==> config.mk <==
export PLATFORM = sky130hd
export DESIGN_NAME = multi_sel_gen_flat
export DESIGN_NICKNAME = d
export VERILOG_FILES = /design/src/rtl/multi_sel_gen_pkg.sv /design/src/rtl/multi_sel_gen_if.sv /design/src/rtl/multi_sel_gen_mul.sv /design/src/rtl/multi_sel_gen.sv /design/src/flat_wrapper.sv
export SDC_FILE = /design/constraint.sdc
export NUM_CORES = 1
export LEC_CHECK = 0
export BUFFER_PORTS_ARGS = -buffer_cell sky130_fd_sc_hd__buf_2
export CAP_MARGIN = 20
export CORE_ASPECT_RATIO = 0.6
export CORE_MARGIN = 4
export CORE_UTILIZATION = 60
export CTS_CLUSTER_DIAMETER = 80
export DETAILED_ROUTE_END_ITERATION = 8
export PLACE_DENSITY = 0.9
export SLEW_MARGIN = 25
export SYNTH_ARGS = -nofsm -noshare
export SYNTH_HDL_FRONTEND = slang
export SYNTH_SLANG_ARGS = --single-unit
==> constraint.sdc <==
create_clock -name clk -period 8.7 [get_ports clk]
set_input_delay 1.305 -clock clk [delete_from_list [all_inputs] [get_ports clk]]
set_output_delay 1.305 -clock clk [all_outputs]
set_load 0.01 [all_outputs]
==> src/rtl/multi_sel_gen_pkg.sv <==
// Shared types and helpers for the multiply-select generator.
// Holds the FSM state type, the default coefficient set and coefficient extraction.
package multi_sel_gen_pkg;

    typedef enum logic {
        IDLE = 1'b0,
        RUN  = 1'b1
    } state_t;

    // Coefficients 1, 3, 7, 8 packed low-index first.
    localparam logic [15:0] DEF_COEFS    = 16'h8731;
    localparam int          COEF_VEC_MAX = 256;
    localparam int          COEF_MAX_W   = 32;

    function automatic logic [COEF_MAX_W-1:0] get_coef(
        input logic [COEF_VEC_MAX-1:0] vec,
        input int unsigned             k,
        input int unsigned             w
    );
        logic [COEF_MAX_W-1:0] mask;
        mask = (w >= COEF_MAX_W) ? '1 : ((COEF_MAX_W'(1) << w) - COEF_MAX_W'(1));
        return COEF_MAX_W'(vec >> (k * w)) & mask;
    endfunction

endpackage

==> src/rtl/multi_sel_gen_if.sv <==
// Operand-in / product-out bundle of the multiply-select generator.
// slave = generator side, master = producer/consumer side.
interface multi_sel_gen_if #(
    parameter int DATA_W   = 8,
    parameter int NUM_COEF = 4,
    parameter int OUT_W    = 12
);
    localparam int IDX_W = (NUM_COEF > 1) ? $clog2(NUM_COEF) : 1;

    logic              free_run;
    logic              in_valid;
    logic              in_ready;
    logic [DATA_W-1:0] d;
    logic              input_grant;
    logic              out_valid;
    logic [IDX_W-1:0]  out_idx;
    logic [OUT_W-1:0]  out;

    modport slave (
        input  free_run, in_valid, d,
        output in_ready, input_grant, out_valid, out_idx, out
    );

    modport master (
        output free_run, in_valid, d,
        input  in_ready, input_grant, out_valid, out_idx, out
    );
endinterface

==> src/rtl/multi_sel_gen_mul.sv <==
// Purpose: unsigned DATA_W x COEF_W multiply reduced to OUT_W bits.
// Latency: combinational. Backpressure: none. MULTI_SEL_GEN_SAT_EN saturates instead of truncating.
module multi_sel_gen_mul #(
    parameter int DATA_W = 8,
    parameter int COEF_W = 4,
    parameter int OUT_W  = 12
) (
    input  logic [DATA_W-1:0] a,
    input  logic [COEF_W-1:0] c,
    output logic [OUT_W-1:0]  p
);
    localparam int FULL_W = DATA_W + COEF_W;

    logic [FULL_W-1:0] full;
    logic              ovf;

    assign full = FULL_W'(a) * FULL_W'(c);

`ifdef MULTI_SEL_GEN_SAT_EN
    assign ovf = (FULL_W > OUT_W) && ((full >> OUT_W) != '0);
`else
    assign ovf = 1'b0;
`endif

    assign p = ovf ? '1 : OUT_W'(full);

endmodule

==> src/rtl/multi_sel_gen.sv <==
// Purpose: samples an operand and streams operand*COEFS[k], k=0..NUM_COEF-1, one per cycle.
// Latency: first product one cycle after capture. Backpressure: in_ready only at sample points; output not stallable.
// MULTI_SEL_GEN_SAT_EN selects saturating product reduction in the multiplier.
module multi_sel_gen
    import multi_sel_gen_pkg::*;
#(
    parameter int                          DATA_W   = 8,
    parameter int                          NUM_COEF = 4,
    parameter int                          COEF_W   = 4,
    parameter logic [NUM_COEF*COEF_W-1:0]  COEFS    = DEF_COEFS,
    parameter int                          OUT_W    = DATA_W + COEF_W
) (
    input  logic               clk,
    input  logic               rst,
    multi_sel_gen_if.slave     bus
);
    localparam int               IDX_W = (NUM_COEF > 1) ? $clog2(NUM_COEF) : 1;
    localparam logic [IDX_W-1:0] LAST  = IDX_W'(NUM_COEF - 1);

    state_t            state;
    logic [IDX_W-1:0]  idx;
    logic [DATA_W-1:0] d_reg;
    logic [OUT_W-1:0]  out_reg;
    logic              grant_reg;

    logic              sample;
    logic              capture;
    logic [IDX_W-1:0]  sel_idx;
    logic [DATA_W-1:0] mul_a;
    logic [COEF_W-1:0] coef_sel;
    logic [OUT_W-1:0]  prod;

    // The multiplier always computes the product that will be shown next cycle.
    always_comb begin
        sample   = (state == IDLE) || (idx == LAST);
        capture  = sample && (bus.free_run || bus.in_valid);
        sel_idx  = capture ? '0 : idx + IDX_W'(1);
        mul_a    = capture ? bus.d : d_reg;
        coef_sel = COEF_W'(get_coef(COEF_VEC_MAX'(COEFS), 32'(sel_idx), 32'(COEF_W)));
    end

    multi_sel_gen_mul #(
        .DATA_W (DATA_W),
        .COEF_W (COEF_W),
        .OUT_W  (OUT_W)
    ) u_mul (
        .a (mul_a),
        .c (coef_sel),
        .p (prod)
    );

    always_ff @(posedge clk) begin
        if (rst) begin
            state     <= IDLE;
            idx       <= '0;
            d_reg     <= '0;
            out_reg   <= '0;
            grant_reg <= 1'b0;
        end else if (capture) begin
            state     <= RUN;
            idx       <= '0;
            d_reg     <= bus.d;
            out_reg   <= prod;
            grant_reg <= 1'b1;
        end else if (state == RUN && idx != LAST) begin
            idx       <= sel_idx;
            out_reg   <= prod;
            grant_reg <= 1'b0;
        end else begin
            state     <= IDLE;
            idx       <= '0;
            out_reg   <= '0;
            grant_reg <= 1'b0;
        end
    end

    assign bus.in_ready    = !rst && sample;
    assign bus.out_valid   = (state == RUN);
    assign bus.out_idx     = idx;
    assign bus.out         = out_reg;
    assign bus.input_grant = grant_reg;

endmodule

==> src/flat_wrapper.sv <==
// flat-port wrapper written by rule: the top's interface ports become plain ports
module multi_sel_gen_flat import multi_sel_gen_pkg::*;
#(
    parameter int                          DATA_W   = 8,
    parameter int                          NUM_COEF = 4,
    parameter int                          COEF_W   = 4,
    parameter logic [NUM_COEF*COEF_W-1:0]  COEFS    = DEF_COEFS,
    parameter int                          OUT_W    = DATA_W + COEF_W
)
  (clk, rst, bus_free_run, bus_in_valid, bus_d, bus_in_ready, bus_input_grant, bus_out_valid, bus_out_idx, bus_out);
  multi_sel_gen_if #(.DATA_W(DATA_W), .NUM_COEF(NUM_COEF), .OUT_W(OUT_W)) bus_i ();
  input  logic clk;
  input  logic rst;
  input wire logic [$bits(bus_i.free_run)-1:0] bus_free_run;
  input wire logic [$bits(bus_i.in_valid)-1:0] bus_in_valid;
  input wire logic [$bits(bus_i.d)-1:0] bus_d;
  output wire logic [$bits(bus_i.in_ready)-1:0] bus_in_ready;
  output wire logic [$bits(bus_i.input_grant)-1:0] bus_input_grant;
  output wire logic [$bits(bus_i.out_valid)-1:0] bus_out_valid;
  output wire logic [$bits(bus_i.out_idx)-1:0] bus_out_idx;
  output wire logic [$bits(bus_i.out)-1:0] bus_out;
  assign bus_i.free_run = bus_free_run;
  assign bus_i.in_valid = bus_in_valid;
  assign bus_i.d = bus_d;
  assign bus_in_ready = bus_i.in_ready;
  assign bus_input_grant = bus_i.input_grant;
  assign bus_out_valid = bus_i.out_valid;
  assign bus_out_idx = bus_i.out_idx;
  assign bus_out = bus_i.out;
  multi_sel_gen #(.DATA_W(DATA_W), .NUM_COEF(NUM_COEF), .COEF_W(COEF_W), .COEFS(COEFS), .OUT_W(OUT_W)) u_core (.clk(clk), .rst(rst), .bus(bus_i));
endmodule
# Yosys cells after proc, flatten, opt, wreduce, memory -nomap -nowiden
# Index checks and enable logic that the tools add are counted.
# totals
input_bits	12
output_inout_bits	17
wordCells	27
ff_bits	24
# op_classes
n_shift	1
multipliers	1
n_eq_ne	3
bitwise_logic	2
n_reduce_logical	7
n_mux	7
addsub	1
# ops
operator	count
2-to-1 mux 12 bit	2
>> shifter 16 x 4 -> 4 bit, first input constant	1
multiplier 8 x 4 -> 12 bit	1
2-to-1 mux 8 bit	1
logical AND 1 bit	3
2-to-1 mux 1 bit	3
OR reduction 3 bit	1
adder 2 x 1 -> 2 bit, second input constant	1
equality test 2 bit, second input constant	1
logical OR 1 bit	2
2-to-1 mux 2 bit	1
inequality test 2 x 1 -> 1 bit, second input constant	1
inequality test 2 bit, second input constant	1
NOT 1 bit	2
logical NOT 1 bit	1

# Logic depth before layout (Yosys ltp)
# Gate-level depths: netlist of the first run.
# logic_depth
depth_word	8
mapped_depth	17
ltp_nobuf	17

# By module
# A second synthesis of the first run with hierarchy kept.
# hier_totals
cells_unflattened	209
hier_area_um2	1931.9
# modules_own_cells
module	seq_area_each_um2	area_per_inst_um2	cells_per_inst	instances
multi_sel_gen	480.5	992.2	93	1
multi_sel_gen_mul	0.0	939.7	116	1

# Least setup slack after synthesis of the first run
# Ideal clock, no wire load.
# synth_timing
path_kind	input to register
startpoint	input port bus_in_valid
endpoint	register u_core.out_reg[11] (netlist: u_core.bus.out[11])
slack_ps	3751
path_buffers	1
required_time_ps	8628
cell_stages	15
t_arrival_ps	4878
setup_time_ps	72
cell_sequence	nor2_1 nor2_4 or2_2 ha_1 buf_1 or2_1 fa_1 inv_1 fa_1 ha_1 a211oi_2 o21ai_1 or2_0 a31oi_1 mux2i_1
# synth_via
elab_chain_len	7
word_cells_on_any_way	8
cone_classes	1 x mul; 1 x shift; 4 x mux; 2 x reduce/logical
# synth_rtl
element	line_no	source
start: declaration	flat_wrapper.sv:15	input wire logic [$bits(bus_i.in_valid)-1:0] bus_in_valid;
logical OR 1 bit *	multi_sel_gen.sv:36	capture = sample && (bus.free_run || bus.in_valid);
logical AND 1 bit *	multi_sel_gen.sv:36	
2-to-1 mux 2 bit	multi_sel_gen.sv:37	sel_idx = capture ? '0 : idx + IDX_W'(1);
>> shifter 16 x 4 -> 4 bit	multi_sel_gen_pkg.sv:22	return COEF_MAX_W'(vec >> (k * w)) & mask;
multiplier 8 x 4 -> 12 bit	multi_sel_gen_mul.sv:17	assign full = FULL_W'(a) * FULL_W'(c);
2-to-1 mux 12 bit	multi_sel_gen.sv:65	end else if (state == RUN && idx != LAST) begin
2-to-1 mux 12 bit *	multi_sel_gen.sv:59	end else if (capture) begin
end signal: assignment	multi_sel_gen.sv:63	out_reg <= prod;
end signal: assignment	multi_sel_gen.sv:67	out_reg <= prod;
end: declaration	multi_sel_gen.sv:23	logic [OUT_W-1:0] out_reg;
# Every way passes the cells marked *; elsewhere a longest branch is shown, timed or not.
# A chain may end at the register's enable or synchronous reset.

# Worst setup path after layout of the first run
# Same ends and word-level chain as after synthesis.

==> impl_metrics.env, run 1 <==
export IMPL_ios=29
export IMPL_synthArstFlopShare=0
export IMPL_design_core_area_sq_um=2610
export IMPL_power_leakage_nw=1.013
export IMPL_worstPathRequired_ps=8900
export IMPL_worstMarginPinSlew_ps=481.9
export IMPL_cts_tree="yes"
export IMPL_grt_max_degree=14
export IMPL_rr_endpoint="u_core.bus.out[11]$_SDFF_PP0_"
export IMPL_portBuffers=28
export IMPL_internal_power_uw=197.9
export IMPL_place_area_sq_um=1871
export IMPL_die_area_sq_um=3782
export IMPL_timing_fmax_mhz=198.1
export IMPL_drive_gt1_frac=0.1878
export IMPL_maxSlewHeadroom=0.6695
export IMPL_layout_commonest_cell="buf_2"
export IMPL_p_switching_uw=92.41
export IMPL_yosysSeqAreaShare=0.2821
export IMPL_min_period_over_period=0.5801
export IMPL_crit_start="bus_in_valid"
export IMPL_drv_slew=0
export IMPL_final_setup_skew_ps=3.426
export IMPL_clkPwrFrac=0.265
export IMPL_syn_to_final_growth_pct=13.08
export IMPL_path_max_fanout=10
export IMPL_vias=1295
export IMPL_worstHoldPathCells=1
export IMPL_start_kind="input port"
export IMPL_setup_viol=0
export IMPL_fin_tns_setup_ps=0
export IMPL_die_w_um=76.78
export IMPL_grt_usage=0.1989
export IMPL_p_seq_frac=0.421
export IMPL_grt_pass1_vias=1301
export IMPL_ys_types=33
export IMPL_cts_setup_buffers=0
export IMPL_antenna_left=0
export IMPL_synthCells=184
export IMPL_num_rows=14
export IMPL_reg2reg_depth=17
export IMPL_hp_class="reg -> reg"
export IMPL_synthAdderAreaFrac=0.2880
export IMPL_synth_edf_count=0
export IMPL_yosys_area_share_simple=0.2270
export IMPL_pre_cts_ws_ps=3404
export IMPL_start_util=0.6524
export IMPL_syn_area_sq_um=1703
export IMPL_cts_resized=0
export IMPL_clock_sinks=24
export IMPL_synth_fp_nets=228
export IMPL_outcome="completed"
export IMPL_muxShareOfSynthArea=0.05290
export IMPL_clkTransAtPathRegs_ps=90
export IMPL_hold_violations=0
export IMPL_arrival_ps=5250
export IMPL_htree_levels=1
export IMPL_largest_reg_flops=12
export IMPL_ctsHoldBuffers=0
export IMPL_powerDensity_nw_per_um2=150.8
export IMPL_cts_buffer_depth=2
export IMPL_cts_buffers=3
export IMPL_synth_top_family_by_area="adder cells"
export IMPL_via_per_inst=5.286
export IMPL_min_delay_start="u_core.bus.out_idx[0]$_SDFF_PP0_"
export IMPL_maxCapViolations=0
export IMPL_post_route_drc_count=0
export IMPL_ys_ff_latch=24
export IMPL_combPwrFrac=0.313
export IMPL_cts_root_buf="clkbuf_8"
export IMPL_avgSynthCellArea_sq_um=9.255
export IMPL_chipHeight_um=49.27
export IMPL_switching_share=0.3183
export IMPL_overflow=0
export IMPL_clock_latency_ps=270
export IMPL_crit_type="in -> reg"
export IMPL_rsz0062_at_grt="no"
export IMPL_irDropWorstVdd_mv=0.1167
export IMPL_synth_xor_area_frac=0.01543
export IMPL_whs_endpoint="u_core.bus.out_idx[0]$_SDFF_PP0_"
export IMPL_worstReg2RegStart="u_core.bus.out_idx[0]$_SDFF_PP0_"
export IMPL_r2r_setup_slack_ps=4280
export IMPL_wirelength_um=3437
export IMPL_grt_pass1_wl_um=5913
export IMPL_final_util=0.7378
export IMPL_antenna_found_initial=0
export IMPL_dp_hpwl_um=2790
export IMPL_cp_end_kind="flop"
export IMPL_yosys_warnings=0
export IMPL_diodes=0
export IMPL_setup_slack_ps=3653
export IMPL_ys_flop_type="dfxtp_1"
export IMPL_place_congestion=0.8038
export IMPL_wire_per_inst_um=14.03
export IMPL_final_nets=258
export IMPL_drtIter0Drc=92
export IMPL_postLayoutCellArea_sq_um=1926
export IMPL_synth_compound_area_frac=0.07862
export IMPL_total_power_uw=290.3
export IMPL_final_cell_mix="buf_2, nor2_1, dfxtp_1"
export IMPL_firstDrtPassIters=4
export IMPL_post_route_min_period_ps=5047
-- per-layer routing --
| metal | track usage | up-vias | share of wire | wire length (um) |
|---|---|---|---|---|
| li1 | - | 650 | - | - |
| met1 | 0.2469 | 598 | 0.45 | 1561 |
| met2 | 0.3324 | 41 | 0.46 | 1594 |
| met3 | 0.06458 | 6 | 0.068 | 235 |
| met4 | 0.05422 | 0 | 0.013 | 46 |
| met5 | 0 | - | 0 | 0 |
-- worst max-delay path by stage --
stage               slack, ps                             to  cells after the start
floorplan                3750  u_core.bus.out[11]$_SDFF_PP0_                     15
global placement         3560  u_core.bus.out[11]$_SDFF_PP0_                     15
detailed placement       3400  u_core.bus.out[11]$_SDFF_PP0_                     15
CTS                      3660  u_core.bus.out[11]$_SDFF_PP0_                     15
global route             3520  u_core.bus.out[11]$_SDFF_PP0_                     16
finish                   3650  u_core.bus.out[11]$_SDFF_PP0_                     15
-- power groups by stage --
| stage | Sequential, mW | Clock, mW | Combinational [mW] |
|---|---|---|---|
| 6_report | 0.122 | 0.0770 | 0.0910 |
| 5_1_grt | 0.123 | 0.0844 | 0.103 |
| 4_1_cts | 0.122 | 0.0782 | 0.0916 |
| 3_5_place_dp | 0.125 | 0 | 0.0905 |
| 3_3_place_gp | 0.125 | 0 | 0.0856 |
| 2_1_floorplan | 0.129 | 0 | 0.0611 |
-- Yosys cell counts (all sizes together) (3+ instances only) --
library cell	count	share of area
nor2	26	0.062
dfxtp	24	0.28
inv	22	0.048
ha	20	0.15
nor2b	18	0.071
fa	12	0.14
mux2i	9	0.053
nor3	9	0.026
or2	7	0.026
nand2b	5	0.018
nand2	4	0.0088
o21ai	4	0.012
a211oi	3	0.019
a21o	3	0.013
a21oi	3	0.0088
-- critical path, stage by stage --
cell,delay (ps)
buf_2,100
nor2_1,250
nor2_4,150
or2_2,310
ha_1,410
or2_1,280
fa_1,490
inv_1,60
fa_1,490
ha_1,340
a211oi_2,230
o21ai_1,180
or2_0,230
a31oi_1,200
mux2i_1,210
-- cell families after synthesis --
family,count (synthesis)
AND/OR/NAND/NOR,73
adder cells (fa/ha/maj),32
XOR/XNOR,3
buffers and inverters,25
flip-flops,24
AO/OA/AOI/OAI,18
multiplexers,9
-- layout make-up --
class,instances,area [sq um]
tap,32,40.04
fill,207,684.4
sequential,24,480.5
multi-input combinational,135,1127
timing repair buffer,28,140.1
clock buffer,4,55.05
inverter,22,82.58
-- metrics by stage --
stage / hold slack [ps] / cells
finish: 532.4 / 245
CTS: 527.5 / 245
floorplan: 507.6 / 184
detailed placement: 519.7 / 241
global placement: 460.1 / 241
global route: 536.1 / 245
Note: power is estimated with default switching activity, not from simulation.
==> inputs of run 2 (changes only) <==
- ABC_AREA: not set -> 1
- CORE_UTILIZATION: 60 -> 56
- PLACE_DENSITY: 0.9 -> 0.85
- clock period: 8.7 -> 4.8 ns (I/O delays scaled with it)
==> run 2 against run 1 <==
Global-route usage grew 0.38 points; cell count grew 26%; critical path depth grew 2; worst hold slack lost 31 ps; sequential power grew 87%; highest routed layer unchanged; synthesized cell count grew 28%; routed wire length grew 6.8%; first-iteration DRC count grew 17%; non-clock buffer count grew 1; largest cell class unchanged; die area grew 11%.
==> impl_metrics.env, run 2 <==
export IMPL_outcome="completed"
export IMPL_irDropWorstVdd_mv=0.1497
export IMPL_grt_pass1_wl_um=6396
export IMPL_grt_usage=0.2027
export IMPL_maxCapViolations=0
export IMPL_synthCells=236
export IMPL_syn_to_final_growth_pct=13.24
export IMPL_internal_power_uw=388.1
export IMPL_syn_area_sq_um=1787
export IMPL_htree_levels=1
export IMPL_cts_setup_buffers=0
export IMPL_r2r_setup_slack_ps=530
export IMPL_post_route_drc_count=0
export IMPL_drv_slew=0
export IMPL_ys_ff_latch=24
export IMPL_cts_tree="yes"
export IMPL_avgSynthCellArea_sq_um=7.571
export IMPL_arrival_ps=4440
export IMPL_overflow=0
export IMPL_switching_share=0.3620
export IMPL_setup_viol=0
export IMPL_wirelength_um=3671
export IMPL_layout_commonest_cell="nor2_1"
export IMPL_cpMostUsedCell="inv_1"
export IMPL_post_route_min_period_ps=4271
export IMPL_largest_reg_flops=12
export IMPL_synth_common_cells="nor2_1, inv_1, nand2_1"
export IMPL_p_seq_frac=0.375
export IMPL_combPwrFrac=0.394
export IMPL_final_nets=311
export IMPL_start_util=0.6025
export IMPL_yosys_warnings=0
export IMPL_timing_fmax_mhz=234.1
export IMPL_wire_per_inst_um=11.92
export IMPL_cts_buffers=3
export IMPL_min_delay_start="u_core.bus.out_idx[0]$_SDFF_PP0_"
export IMPL_synth_fp_nets=280
export IMPL_path_cells="ha_1, nor2_4, nor2_2, nor2_1, inv_1, ha_1, inv_1, or2_1, fa_1, inv_1, fa_1, inv_1, fa_1, o21ai_0, nand2_1, a21oi_1, nor2_1"
export IMPL_diodes=0
export IMPL_ys_flop_type="dfxtp_1"
export IMPL_worstPathRequired_ps=4970
export IMPL_place_congestion=0.8127
export IMPL_hold_worst_slack_ps=501.3
export IMPL_clkTransAtPathRegs_ps=80
export IMPL_clock_latency_ps=270
export IMPL_synth_top_area_frac=0.2689
export IMPL_yosysSeqAreaShare=0.2689
export IMPL_final_setup_skew_ps=3.931
export IMPL_via_per_inst=4.880
export IMPL_cts_root_buf="clkbuf_8"
export IMPL_hold_violations=0
export IMPL_power_leakage_nw=1.113
export IMPL_vias=1503
export IMPL_wl_met1_um=1841
export IMPL_worstReg2RegStart="u_core.bus.out_idx[0]$_SDFF_PP0_"
export IMPL_clkPwrFrac=0.230
export IMPL_final_cell_mix="nor2_1, inv_1, nand2_1"
export IMPL_powerDensity_nw_per_um2=300.7
export IMPL_hp_class="reg -> reg"
export IMPL_drive_gt1_frac=0.1692
export IMPL_grt_pass1_vias=1442
export IMPL_chipHeight_um=51.76
export IMPL_netlist_top_cell_by_area="dfxtp_1"
export IMPL_slowest_delay_ps=560
export IMPL_p_switching_uw=220.2
export IMPL_wl_met3_um=211
export IMPL_min_period_over_period=0.8898
export IMPL_antenna_left=0
export IMPL_yosys_top_cells_area="dfxtp_1, ha_1, fa_1"
export IMPL_fin_tns_setup_ps=0
export IMPL_die_w_um=80.92
export IMPL_grt_max_degree=14
export IMPL_cp_end_kind="flop"
export IMPL_rsz0062_at_grt="no"
export IMPL_path_max_fanout=11
export IMPL_synth_edf_count=0
export IMPL_die_area_sq_um=4188
export IMPL_cts_buffer_depth=2
export IMPL_wl_met2_um=1601
export IMPL_crit_start="u_core.bus.out_idx[0]$_SDFF_PP0_"
export IMPL_synthArstFlopShare=0
export IMPL_drtIter0Drc=108
export IMPL_cts_resized=0
export IMPL_ctsHoldBuffers=0
export IMPL_crit_type="reg -> reg"
export IMPL_portBuffers=28
export IMPL_worstMarginPinSlew_ps=532.3
export IMPL_maxSlewHeadroom=0.6414
export IMPL_start_kind="flop"
export IMPL_design_core_area_sq_um=2965
export IMPL_nFillCells=270
export IMPL_clock_sinks=24
export IMPL_slowest_stage="fa_1"
export IMPL_antenna_found_initial=0
export IMPL_num_rows=15
export IMPL_ys_types=23
export IMPL_dp_hpwl_um=3027
export IMPL_top_layer_used="met4"
export IMPL_ios=29
export IMPL_firstDrtPassIters=4
export IMPL_yosysMostFrequentCell="nor2_1"
## run 2: through the flow
| step | total power, mW | setup WS, ps | area [sq um] | instances | utilization |
|---|---|---|---|---|---|
| floorplan | 0.4063 | 559.8 | 1787 | 236 | - |
| global placement | 0.4606 | 443.3 | 1968 | 304 | 0.6637 |
| detailed placement | 0.4709 | 358.7 | 1968 | 304 | 0.6637 |
| CTS | 0.6099 | 569.7 | 2023 | 308 | 0.6823 |
| global route | 0.6609 | 138.3 | 2023 | 308 | 0.6823 |
| finish | 0.6083 | 529.0 | 2023 | 308 | 0.6823 |
## run 2: power groups by stage
| stage | Clock, mW | Sequential (mW) | Combinational (mW) |
|---|---|---|---|
| 2_1_floorplan | 0 | 0.244 | 0.162 |
| 3_3_place_gp | 0 | 0.233 | 0.228 |
| 3_5_place_dp | 0 | 0.233 | 0.238 |
| 4_1_cts | 0.141 | 0.229 | 0.240 |
| 5_1_grt | 0.153 | 0.231 | 0.277 |
| 6_report | 0.140 | 0.228 | 0.240 |
## run 2: per-layer routing
| layer | vias up | GRT usage |
|---|---|---|
| li1 | 781 | - |
| met1 | 681 | 0.2707 |
| met2 | 39 | 0.3324 |
| met3 | 2 | 0.04671 |
| met4 | 0 | 0.05056 |
| met5 | - | 0 |
## run 2: area by class of cell
class	instances	area (sq um)	area share
multi-input combinational	167	1130	0.5584
sequential	24	480.5	0.2375
inverter	42	157.7	0.07792
timing repair buffer	29	147.6	0.07297
clock buffer	4	55.05	0.02721
tap	42	52.55	0.02597
## run 2: path summary, 6_finish.rpt
check | end | cells past startpoint
setup / recovery | u_core.bus.out[10]$_SDFF_PP0_ | 17
hold / removal | u_core.bus.out_idx[0]$_SDFF_PP0_ | 1
setup reg to reg | u_core.bus.out[10]$_SDFF_PP0_ | 17
hold reg to reg | u_core.bus.out_idx[0]$_SDFF_PP0_ | 1
## run 2: critical path: cells and delay by family, from the launching register on
kind	cells	cell delay, ps
flip-flops	1	390
adder cells (fa/ha/maj)	5	1860
buffers and inverters	4	310
AND/OR/NAND/NOR	6	970
AO/OA/AOI/OAI	2	640
## run 2: logic make-up after synthesis
logic type      share of synthesized area
mux                              0.005602
fa+ha+maj                          0.2745
flops                              0.2689
simple gates                       0.2633
buf+inv                           0.09873
compound gates                    0.08403
xor+xnor                         0.004903
